===== config.mk =====
export PLATFORM = sky130hd
export DESIGN_NAME = uart_iomem_bridge
export DESIGN_NICKNAME = d
export VERILOG_FILES = /design/src/rtl/uart_iomem_bridge.sv
export SDC_FILE = /design/constraint.sdc
export NUM_CORES = 1
export LEC_CHECK = 0
export CAP_MARGIN = 0
export CORE_UTILIZATION = 30
export DETAILED_ROUTE_END_ITERATION = 10
export GPL_TIMING_DRIVEN = 0
export PLACE_DENSITY = 0.59
export SYNTH_ARGS = -nofsm -noshare
export SYNTH_HDL_FRONTEND = slang
export SYNTH_SLANG_ARGS = --single-unit

===== constraint.sdc =====
create_clock -name clk -period 2.1 [get_ports clk]
set_input_delay 0.315 -clock clk [delete_from_list [all_inputs] [get_ports clk]]
set_output_delay 0.315 -clock clk [all_outputs]
set_load 0.05 [all_outputs]

===== src/rtl/uart_iomem_bridge.sv =====
// UART-to-iomem debug bridge: decodes 'W'/'R' byte commands from a UART receiver,
// runs one 32-bit iomem transaction as initiator and streams the reply bytes back out.
module uart_iomem_bridge #(
    parameter int TIMEOUT = 1024
) (
    input  logic        clk,
    input  logic        reset,
    input  logic        rx_valid,
    input  logic [7:0]  rx_data,
    output logic        tx_valid,
    output logic [7:0]  tx_data,
    input  logic        tx_ready,
    output logic        iomem_valid,
    input  logic        iomem_ready,
    output logic [3:0]  iomem_wstrb,
    output logic [31:0] iomem_addr,
    output logic [31:0] iomem_wdata,
    input  logic [31:0] iomem_rdata,
    output logic        busy
);
    typedef enum logic [2:0] {S_IDLE, S_ADDR, S_DATA, S_BUS, S_RESP} state_t;

    localparam int TW = (TIMEOUT > 2) ? $clog2(TIMEOUT) : 1;
    localparam logic [TW-1:0] TMO_LAST = TW'(TIMEOUT - 1);

    state_t        state_q, state_d;
    logic [1:0]    cnt_q, cnt_d;
    logic          is_wr_q, is_wr_d;
    logic [31:0]   addr_q, addr_d;
    logic [31:0]   wdata_q, wdata_d;
    logic [3:0]    wstrb_q, wstrb_d;
    logic          valid_q, valid_d;
    logic [TW-1:0] tmo_q, tmo_d;
    logic [31:0]   resp_q, resp_d;
    logic [1:0]    left_q, left_d;
    logic          txv_q, txv_d;

    logic cmd_w, cmd_r, tx_fire, tmo_hit;
    assign cmd_w   = (rx_data == 8'h57);
    assign cmd_r   = (rx_data == 8'h52);
    assign tx_fire = txv_q && tx_ready;
    // The TIMEOUT-th valid cycle is the last chance; ready on it still wins.
    assign tmo_hit = (tmo_q == TMO_LAST) && !iomem_ready;

    always_ff @(posedge clk) begin
        if (reset) begin
            state_q <= S_IDLE;
            cnt_q   <= '0;
            is_wr_q <= 1'b0;
            addr_q  <= '0;
            wdata_q <= '0;
            wstrb_q <= '0;
            valid_q <= 1'b0;
            tmo_q   <= '0;
            resp_q  <= '0;
            left_q  <= '0;
            txv_q   <= 1'b0;
        end else begin
            state_q <= state_d;
            cnt_q   <= cnt_d;
            is_wr_q <= is_wr_d;
            addr_q  <= addr_d;
            wdata_q <= wdata_d;
            wstrb_q <= wstrb_d;
            valid_q <= valid_d;
            tmo_q   <= tmo_d;
            resp_q  <= resp_d;
            left_q  <= left_d;
            txv_q   <= txv_d;
        end
    end

    always_comb begin
        state_d = state_q;
        case (state_q)
            S_IDLE: if (rx_valid) state_d = (cmd_w || cmd_r) ? S_ADDR : S_RESP;
            S_ADDR: if (rx_valid && cnt_q == 2'd3) state_d = is_wr_q ? S_DATA : S_BUS;
            S_DATA: if (rx_valid && cnt_q == 2'd3) state_d = S_BUS;
            S_BUS:  if (iomem_ready || tmo_hit) state_d = S_RESP;
            S_RESP: if (tx_fire && left_q == 2'd0) state_d = S_IDLE;
            default: state_d = S_IDLE;
        endcase
    end

    always_comb begin
        cnt_d   = cnt_q;
        is_wr_d = is_wr_q;
        addr_d  = addr_q;
        wdata_d = wdata_q;
        wstrb_d = wstrb_q;
        valid_d = valid_q;
        tmo_d   = tmo_q;
        resp_d  = resp_q;
        left_d  = left_q;
        txv_d   = txv_q;
        case (state_q)
            S_IDLE: begin
                cnt_d = 2'd0;
                if (rx_valid) begin
                    is_wr_d = cmd_w;
                    if (!(cmd_w || cmd_r)) begin
                        resp_d = {8'h3F, 24'h0};
                        left_d = 2'd0;
                        txv_d  = 1'b1;
                    end
                end
            end
            S_ADDR: if (rx_valid) begin
                addr_d = {addr_q[23:0], rx_data};
                cnt_d  = cnt_q + 2'd1;
            end
            S_DATA: if (rx_valid) begin
                wdata_d = {wdata_q[23:0], rx_data};
                cnt_d   = cnt_q + 2'd1;
            end
            S_BUS: begin
                if (iomem_ready) begin
                    resp_d  = is_wr_q ? {8'h4B, 24'h0} : iomem_rdata;
                    left_d  = is_wr_q ? 2'd0 : 2'd3;
                    valid_d = 1'b0;
                    txv_d   = 1'b1;
                end else if (tmo_hit) begin
                    resp_d  = {8'h54, 24'h0};
                    left_d  = 2'd0;
                    valid_d = 1'b0;
                    txv_d   = 1'b1;
                end else begin
                    tmo_d = tmo_q + TW'(1);
                end
            end
            S_RESP: if (tx_fire) begin
                if (left_q == 2'd0) begin
                    txv_d = 1'b0;
                end else begin
                    resp_d = {resp_q[23:0], 8'h00};
                    left_d = left_q - 2'd1;
                end
            end
            default: ;
        endcase
        // Request launches on the edge that accepts the final command byte.
        if (state_d == S_BUS && state_q != S_BUS) begin
            valid_d = 1'b1;
            wstrb_d = is_wr_q ? 4'hF : 4'h0;
            tmo_d   = '0;
        end
    end

    assign tx_valid    = txv_q;
    assign tx_data     = resp_q[31:24];
    assign iomem_valid = valid_q;
    assign iomem_wstrb = wstrb_q;
    assign iomem_addr  = addr_q;
    assign iomem_wdata = wdata_q;
    assign busy        = (state_q != S_IDLE);
endmodule

---- After elaboration in Yosys (flattened, before gate mapping) ----
Index checks and enable logic that the tools add are counted.
operators by class
  add/sub/neg operators ................... 3
  multiply operators ...................... 0
  div/mod/pow operators ................... 0
  order comparisons ....................... 0
  equality and inequality tests ........... 17
  shifts and indexed selects .............. 0
  muxes and demuxes ....................... 38
  bitwise logic cells ..................... 2
  reduce and logical (&&, ||, !) cells .... 25
operators with widths
  cell                                                                     number
  32-bit two-way mux                                                       7
  32-bit case mux with 3 select lines                                      1
  3-bit two-way mux                                                        6
  8-bit by 7-bit == test with 1-bit output, second input constant          2
  2-bit two-way mux                                                        8
  3-bit case mux with 5 select lines                                       1
  6-bit AND reduction                                                      2
  1-bit two-way mux                                                        11
  10-bit by 1-bit adder with 10-bit output, second input constant          1
  10-bit == test, second input constant                                    1
  2-bit inequality test, second input constant                             5
  2-bit AND reduction                                                      5
  3-bit by 2-bit == test with 1-bit output, second input constant          3
  3-bit nonzero test                                                       3
  2-bit case mux with 3 select lines                                       1
  1-bit logical AND                                                        5
  4-bit two-way mux                                                        1
  2-bit case mux with 2 select lines                                       1
  2-bit nonzero test                                                       2
  2-bit OR reduction                                                       2
  3-bit by 1-bit == test with 1-bit output, second input constant          1
  3-bit == test, second input constant                                     1
  3-bit zero test                                                          1
  3-bit by 2-bit inequality test with 1-bit output, second input constant  1
  11 further kinds                                                         13
word-level totals
  register bits ........................... 120
  latch bits .............................. 0
  memory bits (writable) .................. 0
  bits in read-only memories .............. 0
  bits of input ports ..................... 45
  output and inout bits ................... 79
  memories ................................ 0

---- Logic depth before layout (Yosys ltp) ----
Gate-level depths: netlist (run 1).
  word-level depth ........................ 9
  depth in mapped cells ................... 7
  depth with buffers taken out ............ 6

---- Worst setup path after synthesis (run 1) ----
No wires, ideal clock.
  path kind ............................... reg2reg
  start ................................... register tmo_q[0]
  end ..................................... register tmo_q[9]
  arrival ................................. 1.806 ns
  data required time ...................... 2.019 ns
  slack ................................... 0.213 ns
  cell stages (with the launch flop) ...... 7
  buffers on the path ..................... 1
  clock period less this slack ............ 1.887 ns
  cells stage by stage .................... dfxtp_1 -> ha_1 -> and4_1 -> a31o_4 -> buf_6 -> or4_1 -> a211oi_2
between the ends
  longest elaborated chain between the ends .. 8
RTL lines
  element                                   line  text
  start: declaration                        33    logic [TW-1:0] tmo_q, tmo_d;
  start signal: assignment                  66    tmo_q <= tmo_d;
  10-bit == test                            43    assign tmo_hit = (tmo_q == TMO_LAST) && !iomem_ready;
  1-bit logical AND                         43
  1-bit logical OR                          79    S_BUS: if (iomem_ready || tmo_hit) state_d = S_RESP;
  3-bit two-way mux                         79
  3-bit case mux with 5 select lines        75    case (state_q)
  3-bit by 2-bit == test with 1-bit output  142   if (state_d == S_BUS && state_q != S_BUS) begin
  1-bit logical AND                         142
  2-bit OR reduction (no line)              -
Parallel ways exist; a longest one is shown, timed or not.
A chain may end at the register's enable or synchronous reset.

---- Worst setup path after layout (run 1) ----
  start ................................... register tmo_q[0]
  end ..................................... register tmo_q[7]
The elaborated chain is that of the path after synthesis.

==> results_dict.tcl, run 1 <==
set metrics [dict create \
    syn_nets 666 \
    synth.avg_cell_area_sq_um 8.58 \
    critPathLaunchType "flip-flop" \
    synth_mux_area_share_pct 5.52 \
    dp_hpwl_mm 10.5 \
    synth_area_leaders "dfxtp_1 44%, nand2_1 9.6%, a21oi_1 7.6%, mux2_4 3.7%, a32oi_1 3.0%" \
    drc 0 \
    finalMaxSlewViolations 0 \
    die_w_um 135 \
    fmax_mhz 499 \
    cap_viol_max_count 0 \
    crit_path_end_kind "flip-flop" \
    cp_slowest_cell "or4_1" \
    clock_latency_ns 0.42 \
    drt-initial-drc-count 221 \
    grt_use_total_pct 16.4 \
    syn2layout_area_growth_pct 39.5 \
    synthMostInstantiatedCell "nand2_1" \
    netSwitchingFraction_pct 24.6 \
    dieHeight_um 135 \
    stdcell_count 995 \
    ys.flop_type "dfxtp_1" \
    post_synth_fa_ha_maj_area_fraction_pct 0.708 \
    cts_tree "built" \
    share_comb_of_total_power_pct 8.2 \
    syn-instance-count 618 \
    antenna_found_initial 0 \
    synth_edf_count 0 \
    finalWirelength_mm 14.6 \
    status "completed" \
    internal-power_mw 4.20 \
    cts_root_buf "clkbuf_16" \
    hold_violations 0 \
    path_cells "ha_1, and4_1, a31o_4, buf_6, or4_1, a211oi_2" \
    post-place-cells 964 \
    p_switching_mw 1.37 \
    fin_nets 805 \
    grt_max_degree 17 \
    p_leak_nw 2.56 \
    yosysSeqAreaShare_pct 44.2 \
    hold_path_depth 3 \
    clk_pin_slew_worst_paths_ns 0.05 \
    clockPowerShare_pct 51.3 \
    vias_per_cell 4.74 \
    portBuffers 121 \
    finalCriticalPeriod_ns 2.00 \
    synth.distinct_cells 55 \
    drt.antenna.violating_nets 0 \
    hold_buffers 0 \
    fillers 1744 \
    clock_path_buffers 2 \
    critPathMaxStageDelay_ns 0.48 \
    synth_warnings 0 \
    period_share_pct 95.4 \
    vias 4715 \
    worstRegToRegCells 6 \
    fin_tns_setup_ns 0 \
    diodes 0 \
    start_util_pct 30.7 \
    wl_per_cell_um 14.7 \
    clock_skew_ns 0.00762 \
    grt_pass1_wl_mm 23.0 \
    grt_pass1_vias 4414 \
    cts_buffers 17 \
    synth_common_cells "135 x nand2_1, 117 x dfxtp_1, 80 x a21oi_1" \
    syn_area_sq_um 5300 \
    slew_headroom_pct 47.2 \
    yosys.area_share.simple_pct 23.6 \
    cp_data_required_time_ns 2.44 \
    vdd_ir_drop_max_mv 0.548 \
    synth_top_family_by_area "simple AND/OR/NAND/NOR gates" \
    hold_path.class "in -> reg" \
    fp.dieArea_sq_um 18200 \
    yosysTopAreaCellShare_pct 44.2 \
    post_cts_buffers 0 \
    gp_congestion 0.798 \
    crit_arrival_ns 2.34 \
    setup_violations 0 \
    power_frac_seq_pct 40.5 \
    rsz0062_at_grt "true" \
    pin_count 124 \
    htree_levels 4 \
    synth-compound-area-share_pct 19.1 \
    drive_above_1_share_pct 12.9 \
    async_flop_share_pct 0 \
    criticalPathCategory "reg -> reg" \
    rows 48 \
    power_density_nw_per_um2 754 \
    worst_pin_slew_ns 0.792 \
    gr-total-overflow 0 \
    yosysTopAreaCell "dfxtp_1" \
    core-area_sq_um 17300 \
    synth-xor-area-share_pct 0.330 \
    cts_sinks 117 \
    cp_max_fo 10 \
    synth_seq_cells 117 \
    dr.pass1.iters 4 \
]
[cells in the final DEF (no fill, tap or decap), types with 13 or more instances in the layout]
| cell | Yosys | final |
|---|---|---|
| nand2_1 | 135 | 135 |
| dfxtp_1 | 117 | 116 |
| clkdlybuf4s50_1 | 0 | 116 |
| a21oi_1 | 80 | 80 |
| nor2_1 | 30 | 30 |
| clkbuf_1 | 28 | 28 |
| nor2b_1 | 21 | 21 |
| a32oi_1 | 18 | 18 |
| clkbuf_16 | 0 | 17 |
| nand2b_1 | 16 | 16 |
| o21ai_0 | 16 | 16 |
| buf_4 | 12 | 14 |
| mux2_4 | 13 | 13 |
[state kept, by name, summed over array words and instances (netlist names)]
register / count
tx_valid: 1
iomem_addr: 32
iomem_valid: 1
is_wr_q: 1
state_q: 3
iomem_wstrb: 1
cnt_q: 2
tmo_q: 10
iomem_wdata: 32
left_q: 2
resp_q: 32
[final cells by class]
class | instances | area, sq um | share of cell area (%)
Clock inverter | 15 | 156 | 2.12
Clock buffer | 17 | 425 | 5.75
Inverter | 12 | 45.0 | 0.609
Timing Repair Buffer | 121 | 1200 | 16.3
Multi-Input combinational cell | 432 | 2640 | 35.7
Sequential cell | 117 | 2340 | 31.7
Tap cell | 225 | 282 | 3.81
Buffer | 56 | 300 | 4.06
[per-stage QoR]
stage	utilization (%)	worst slack [ns]	hold slack (ns)	cell area, sq um	power, mW
after detailed placement	39.3	-0.343	0.448	6800	2.76
final	42.8	0.0969	0.275	7390	5.57
after CTS	42.6	-0.000523	0.260	7370	5.63
after floorplan	-	0.213	0.443	5300	2.58
after global routing	42.8	-0.00419	0.285	7390	5.75
after global placement	39.3	-0.304	0.445	6800	2.76
[power by group through the flow]
stage | clock network [mW] | logic, mW | registers [mW]
floorplan | 0 | 0.275 | 2.31
global placement | 0 | 0.458 | 2.30
detailed placement | 0 | 0.459 | 2.30
CTS | 2.91 | 0.462 | 2.25
global route | 3.00 | 0.491 | 2.26
finish | 2.86 | 0.459 | 2.26
[layer usage]
| layer | share of wire (%) | GRT usage [%] |
|---|---|---|
| met5 | 0 | 0 |
| met3 | 3.9 | 3.57 |
| met4 | 1.8 | 6.68 |
| met2 | 47 | 25.9 |
| met1 | 48 | 21.4 |
[cells by family (layout without fill, tap and decap cells)]
family / Yosys count / count (layout)
and+or+nand+nor: 255 / 255
AOI/OAI and AO/OA: 150 / 150
DFF: 117 / 117
buffers and inverters: 69 / 221
muxes: 22 / 22
adders and majority gates: 3 / 3
xor gates and xnor gates: 2 / 2
[worst paths after layout]
kind	startpoint	to	slack, ns
max	tmo_q[0]$_SDFFE_PP0P_	tmo_q[7]$_SDFFE_PP0P_	0.1
min	iomem_ready	state_q[0]$_SDFF_PP0_	0.28
max reg2reg	tmo_q[0]$_SDFFE_PP0P_	tmo_q[7]$_SDFFE_PP0P_	0.1
min reg2reg	iomem_addr[26]$_SDFFE_PP0P_	iomem_addr[26]$_SDFFE_PP0P_	0.45
[worst max-delay path, delay by kind of cell (launching register included)]
family                   cells  cell delay (ns)
AO/OA/AOI/OAI                2             0.49
flip-flops                   1             0.34
adder cells (fa/ha/maj)      1             0.23
AND/OR/NAND/NOR              2             0.72
buffers and inverters        1             0.14
[repair_timing]
item,in CTS,in global routing
resized for setup,12,5
cloned,0,0
setup endpoints to repair,6,22
pin swaps,0,0
endpoints found under the hold margin,0,0
Note: power is estimated with default switching activity, not from simulation.
==> run 2, diff against run 1 <==
- DONT_BUFFER_PORTS: default -> 1
- PLACE_DENSITY: 0.59 -> 0.5
==> results_dict.tcl, run 2 (synthesized netlist as in run 1, its figures left out) <==
set metrics [dict create \
    hold_path.class "in -> reg" \
    grt_use_total_pct 16.1 \
    drt-met1-wl_mm 6.39 \
    stdcell_count 877 \
    vias_per_cell 5.08 \
    core-area_sq_um 17300 \
    cap_viol_max_count 0 \
    diodes 0 \
    hold_violations 0 \
    cts_buffers 17 \
    fin_nets 687 \
    criticalPathCategory "reg -> out" \
    vdd_ir_drop_max_mv 0.576 \
    grt_pass1_wl_mm 22.6 \
    portBuffers 0 \
    met2_length_mm 6.94 \
    syn2layout_area_growth_pct 16.7 \
    timing.rr.start "tmo_q[0]$_SDFFE_PP0P_" \
    die_w_um 135 \
    finalMaxSlewViolations 0 \
    min_to "iomem_wdata[3]$_SDFFE_PP0P_" \
    worst_pin_slew_ns 0.790 \
    htree_levels 4 \
    dieHeight_um 135 \
    power_density_nw_per_um2 852 \
    final_common_cell "nand2_1" \
    vias 4458 \
    drc 0 \
    hold_ws_ns 0.0270 \
    crit_path_end_kind "output pin" \
    cp_max_fo 10 \
    antenna_found_initial 0 \
    drt.antenna.violating_nets 0 \
    r2r_setup_slack_ns 0.08 \
    layout_common_cells "135 x nand2_1, 116 x dfxtp_1, 80 x a21oi_1" \
    cts_tree "built" \
    top_layer_used "met4" \
    rr_endpoint "tmo_q[9]$_SDFFE_PP0P_" \
    wl_per_cell_um 16.5 \
    cts_sinks 117 \
    start_util_pct 30.7 \
    rsz0062_at_grt "true" \
    dr.pass1.iters 5 \
    clock_path_buffers 2 \
    fp.dieArea_sq_um 18200 \
    gp_congestion 0.751 \
    hold_path_depth 2 \
    dp_hpwl_mm 10.6 \
    clock_latency_ns 0.42 \
    drt-initial-drc-count 325 \
    cts_root_buf "clkbuf_16" \
    cp_data_required_time_ns 1.78 \
    hold_buffers 0 \
    post-place-cells 843 \
    dr_wl_met3_um 841 \
    finalWirelength_mm 14.4 \
    period_share_pct 97.5 \
    critPathLaunchType "flip-flop" \
    drive_above_1_share_pct 15.6 \
    grt_max_degree 17 \
    grt_pass1_vias 4241 \
    finalCriticalPeriod_ns 2.05 \
    crit_arrival_ns 1.73 \
    clk_pin_slew_worst_paths_ns 0.06 \
    pin_count 124 \
    gr-total-overflow 0 \
    setup_violations 0 \
    clock_skew_ns 0.00915 \
    slew_headroom_pct 47.4 \
    rows 48 \
    fillers 1778 \
    status "completed" \
    p_leak_nw 2.09 \
    worstRegToRegCells 6 \
    fmax_mhz 488 \
    hold_path.startpoint "rx_data[3]" \
]
-- run 2: cell count changes in the layout (fill, tap and decap cells not counted), sizes merged --
cell           before  now
buf                29   30
bufinv              2    0
clkbuf             45   47
clkdlybuf4s50     116    0
clkinv              9    4
clkinvlp            2    5
dlygate4sd2         4    0
inv                14   17
-- run 2: power breakdown --
group	internal, mW	leakage [nW]	total [mW]	switching [mW]
combinational	0.123	0.894	0.342	0.219
clock	1.53	0.252	2.67	1.14
sequential	2.24	0.945	2.26	0.0214
total	3.90	2.09	5.27	1.38
-- run 2: cell type report --
class / instances / area [sq um] / share of cell area (%)
clock inverter: 14 / 119 / 1.92
tap: 225 / 282 / 4.55
multi-input combinational: 432 / 2650 / 42.8
buffer: 57 / 305 / 4.93
inverter: 12 / 45.0 / 0.728
sequential: 117 / 2340 / 37.9
clock buffer: 18 / 429 / 6.94
timing repair buffer: 2 / 15.0 / 0.243
-- run 2: how the worst max path moves through the flow --
stage,start,endpoint,slack [ns],cells after the start
after global routing,state_q[0]$_SDFF_PP0_,iomem_addr[29]$_SDFFE_PP0P_,-0.04,6
after detailed placement,reset,iomem_addr[31]$_SDFFE_PP0P_,-0.24,5
after CTS,state_q[1]$_SDFF_PP0_,tmo_q[0]$_SDFFE_PP0P_,-0.02,6
after floorplan,tmo_q[0]$_SDFFE_PP0P_,tmo_q[9]$_SDFFE_PP0P_,0.21,6
final,state_q[2]$_SDFF_PP0_,busy,0.05,3
after global placement,reset,state_q[2]$_SDFF_PP0_,-0.25,5
-- run 2: what timing repair did --
item                                   in CTS  in global routing
buffers inserted                            0                  2
setup endpoints to repair                   4                 31
resized for setup                           2                  7
endpoints found under the hold margin       0                  0
pin swaps                                   0                  2
-- run 2: stage by stage --
step,util (%),power [mW],area [sq um],worst slack (ns),setup TNS [ns]
global route,35.8,5.47,6190,-0.0384,-0.115
global placement,32.3,2.64,5580,-0.251,-9.51
finish,35.8,5.27,6190,0.0515,0
CTS,35.5,5.33,6140,-0.0179,-0.0301
detailed placement,32.3,2.65,5580,-0.243,-10.10
floorplan,-,2.58,5300,0.213,0
-- run 2: per-layer routing --
metal  up-vias  GRT usage [%]
li1       2201              -
met1      2130           19.5
met2       105           26.2
met3        22           5.26
met4         0           6.68
met5         -              0
-- run 2: worst max-delay path: stages (launching register included) --
cell,delay (ns)
dfxtp_1,0.38
buf_2,0.23
buf_2,0.21
or3_4,0.50
